<file path="src/rtl/mem_wb_stage.sv">
// mem_wb_stage: FP pipeline memory/write-back stage with single-entry buffer, FLW/FSW on a req/ack port and timeout.
module mem_wb_stage #(
  parameter int XLEN    = 32,
  parameter int TIMEOUT = 255
) (
  input  logic            clk,
  input  logic            rst,
  input  logic            ex_valid,
  output logic            ex_ready,
  input  logic [XLEN-1:0] ex_result,
  input  logic [XLEN-1:0] addr_result,
  input  logic [4:0]      rd_in,
  input  logic [1:0]      ex_mem_op,
  input  logic [XLEN-1:0] ex_store_data,
  output logic            dmem_req,
  output logic            dmem_we,
  output logic [XLEN-1:0] dmem_addr,
  output logic [XLEN-1:0] dmem_wdata,
  input  logic            dmem_ack,
  input  logic [XLEN-1:0] dmem_rdata,
  output logic            wb_en,
  output logic [4:0]      wb_rd,
  output logic [XLEN-1:0] wb_data,
  output logic            misalign_err,
  output logic            bus_err
);
  localparam int CW = $clog2(TIMEOUT + 1);
  typedef enum logic [1:0] {IDLE, MEM, WB} state_t;
  state_t          r_state, w_next;
  logic [XLEN-1:0] r_addr, r_wdata, r_data;
  logic [4:0]      r_rd;
  logic            r_we, r_mis, r_bus;
  logic [CW-1:0]   r_cnt;
  logic            w_accept, w_mem, w_mis, w_in_mem, w_ack, w_tmo;
  always_comb begin
    ex_ready   = !rst && (r_state == IDLE || r_state == WB);
    w_accept   = ex_valid && ex_ready;
    w_mem      = ex_mem_op == 2'b01 || ex_mem_op == 2'b10;
    w_mis      = w_mem && |addr_result[1:0];
    w_in_mem   = r_state == MEM;
    w_ack      = w_in_mem && dmem_ack;
    w_tmo      = w_in_mem && !dmem_ack && r_cnt == CW'(TIMEOUT - 1);
    w_next     = w_accept ? (!w_mem ? WB : w_mis ? IDLE : MEM) :
                 r_state == WB ? IDLE :
                 w_ack ? (r_we ? IDLE : WB) :
                 w_tmo ? IDLE : r_state;
    dmem_req   = w_in_mem;
    dmem_we    = w_in_mem && r_we;
    dmem_addr  = w_in_mem ? r_addr : '0;
    dmem_wdata = w_in_mem ? r_wdata : '0;
    wb_en      = r_state == WB;
    wb_rd      = wb_en ? r_rd : '0;
    wb_data    = wb_en ? r_data : '0;
    misalign_err = r_mis;
    bus_err      = r_bus;
  end
  always_ff @(posedge clk) begin
    if (rst) begin
      r_state <= IDLE;
      r_addr  <= '0;
      r_wdata <= '0;
      r_data  <= '0;
      r_rd    <= '0;
      r_we    <= 1'b0;
      r_mis   <= 1'b0;
      r_bus   <= 1'b0;
      r_cnt   <= '0;
    end else begin
      r_state <= w_next;
      r_mis   <= w_accept && w_mis;
      r_bus   <= w_tmo;
      r_cnt   <= w_in_mem ? r_cnt + 1'b1 : '0;
      if (w_accept) begin
        r_addr  <= addr_result;
        r_wdata <= ex_store_data;
        r_rd    <= rd_in;
        r_we    <= ex_mem_op == 2'b10;
        r_data  <= ex_result;
      end
      if (w_ack) r_data <= dmem_rdata;
    end
  end
endmodule

</file>
<file path="config.mk">
export PLATFORM = sky130hd
export DESIGN_NAME = mem_wb_stage
export DESIGN_NICKNAME = d
export VERILOG_FILES = /design/src/rtl/mem_wb_stage.sv
export SDC_FILE = /design/constraint.sdc
export NUM_CORES = 1
export LEC_CHECK = 0
export CAP_MARGIN = 10
export CORE_ASPECT_RATIO = 1.4
export CORE_MARGIN = 5
export CORE_UTILIZATION = 41
export DETAILED_ROUTE_END_ITERATION = 6
export GPL_TIMING_DRIVEN = 0
export MAX_ROUTING_LAYER = met4
export PLACE_DENSITY = 0.8
export SYNTH_ARGS = -nofsm -noshare
export SYNTH_HDL_FRONTEND = slang
export SYNTH_SLANG_ARGS = --single-unit
</file>
<file path="constraint.sdc">
create_clock -name clk -period 2.31 [get_ports clk]
set_clock_uncertainty 0.05 [all_clocks]
set_input_delay 0.693 -clock clk [delete_from_list [all_inputs] [get_ports clk]]
set_output_delay 0.693 -clock clk [all_outputs]
set_load 0.02 [all_outputs]
</file>
==> flow_summary.ini <==
[detailed_routing]
drc_errors = 0
wire_per_inst_um = 16.5
routed_wl_um = 17800
postRouteAntennaNets = 0
vias_per_cell = 4.88
drt_iter0_drc = 172
firstDrtPassIters = 4
vias = 5259

[synthesis]
synth-main-ff-cell = dfxtp_1
synth_fp_nets = 776
syn_inst = 634
ys_ff_latch = 114
synth_top_area_cell = dfxtp_1
netlist_area_um2 = 5140
synth-edff-count = 0
synth.distinct_cells = 32
ys_async_sr_fraction_pct = 0
yosysTopAreaCellShare_pct = 44.4
ys_warn_count = 0
ys_seq_area_share_pct = 44.4
synth_area_leaders = dfxtp_1 (44%), and2_1 (12%), nand2_1 (12%), nand3b_1 (11%), nor3_1 (2.9%)
synth.avg_cell_area_um2 = 8.12

[setup_path]
slowest_delay_ps = 360
cp_slowest_cell = dfxtp_4
rr_startpoint = r_state[0]
crit_arrival_ps = 1650
crit_fanout = 7
path_cells = and2b_4 -> buf_12 -> clkbuf_16 -> and2_4 -> buf_6
startpoint = r_state[1]
required_ps = 1570
startpoint_type = flip-flop
end_kind = primary output
critical_path_class = flip-flop to primary output

[cells_and_area]
drive_above_1_share_pct = 27.7
final_common_cell = nand2_1
final_util_pct = 72.9
final_cells = 1078
n_antenna_cell = 0
mostFrequentLayoutCells = nand2_1 (158), clkdlybuf4s50_1 (139), dfxtp_1 (112), buf_6 (98), nand3b_1 (72)
layout.nets = 1057
syn_to_final_growth_pct = 74.4

[clock_tree]
htreeDepth = 4
cts_made_buffers = 17
clock_latency_ps = 410
cts_sinks = 114
cts_tree = built
clk_pin_slew_ps = 60
cts.path.max_buffers = 2
cts_root_buf = clkbuf_16

[power]
vdd_ir_drop_max_v = 0.000397
powerDensity_nw_per_um2 = 629
leakage_nw = 3.99
power_mw = 5.65

[global_route]
grt_use_total_pct = 23.6
grt_max_degree = 19
gr-total-overflow = 0
antenna_found_initial = 0
grt_pass1_wl_um = 27200
grt_pass1_vias = 5283

[sta]
rsz0062_at_grt = yes
slew_violations = 0
setup_viol = 62
whs_ps = 417
tightest_slew_ps = 515
finalSetupTns_ps = -3400
hold_viol = 0
finalCriticalPeriod_ps = 2400
fin_ws_ps = -86.7
clock.fmax_ghz = 0.417
relSlewSlack_pct = 65.7
finalCritPeriodShare_pct = 104

[floorplan]
chipHeight_um = 143
initial_core_util_pct = 41.8
ios = 246
die_w_um = 105
core-area_um2 = 12300
die_area_um2 = 14900
row_count = 48

[min_path]
hp-class = flip-flop to flip-flop
min_from = r_data[13]

[placement]
place_inst = 1028
io_buffers = 244
dp_hpwl_um = 12800
place_congestion = 0.825

[run_status]
violations = negative setup slack
status = complete, but fails checks

[run]
cap_viol_max_count = 0
-- synth_stat cells (all sizes together), types with 2 or more instances --
cell,number
nand2,158
dfxtp,114
and2,102
nand3b,72
nor3,31
buf,29
clkbuf,26
a21oi,16
nand3,14
nor2,14
o22ai,14
a22oi,12
a311oi,7
ha,3
inv,3
o21ai,3
or3,3
nor2b,2
xor2,2
-- report_power, final --
group,leakage [nW],total (mW),switching (mW),internal [mW]
sequential,0.940,2.16,0.0634,2.09
combinational,2.76,0.691,0.280,0.411
clock,0.295,2.80,0.937,1.86
total,3.99,5.65,1.28,4.37
-- layout make-up --
type                       instances  area (µm²)
multi-input combinational        462        2710
sequential                       114        2290
timing repair buffer             264        2710
clock inverter                    12         180
clock buffer                      20         457
inverter                           3        11.3
fill                             923        3340
buffer                            53         434
tap                              150         188
-- per-stage QoR --
| stage | area (µm²) | setup slack, ps |
|---|---|---|
| detailed placement | 7770 | -735 |
| global route | 8970 | -144 |
| global placement | 7770 | -723 |
| floorplan | 5140 | 105 |
| CTS | 8550 | -160 |
| finish | 8970 | -86.7 |
-- sequential cells by signal, summed over array words and instances, names as in the netlist --
register and flops:
r_data 32, r_we 1, misalign_err 1, r_cnt 8, r_addr 32, r_wdata 32, r_state 2, bus_err 1
r_rd 5
-- logic make-up after synthesis --
family                     Yosys count  share of synthesized area (%)
xor gates and xnor gates             3                          0.511
AOI/OAI and AO/OA                   54                           6.81
and+or+nand+nor                    402                           41.5
adders and majority gates            3                          0.730
buffers and inverters               58                           6.06
DFF                                114                           44.4
-- final timing paths --
kind | endpoint | slack [ps] | cells after the start
max | dmem_wdata[20] | -90 | 5
min | r_data[13] | 420 | 2
max reg2reg | r_addr[15] | 650 | 7
min reg2reg | r_data[13] | 420 | 2
-- critical path: cells and delay by family (launching register included) --
family,cells,cell delay [ps]
and+or+nand+nor,2,460
buffers and inverters,3,420
DFF,1,360
-- timing repair --
action                     4_1_cts  5_1_grt
setup endpoints to repair      105      100
hold endpoints to repair         0        0
setup buffers                    9        6
gates resized for setup        556      161
cloned                           4        4
pin swaps                        8       22
hold buffers                     0        0
-- per-layer routing --
layer | wire [µm] | share of wire, % | vias to the layer above | global-route usage (%)
met1 | 6830 | 38 | 2372 | 24.7
met3 | 1120 | 6.3 | 28 | 7.44
li1 | - | - | 2666 | -
met4 | 350 | 2.0 | 0 | 8.48
met5 | 0 | 0 | - | -
met2 | 9530 | 53 | 193 | 41.8
Note: power is estimated with default switching activity, not from simulation.
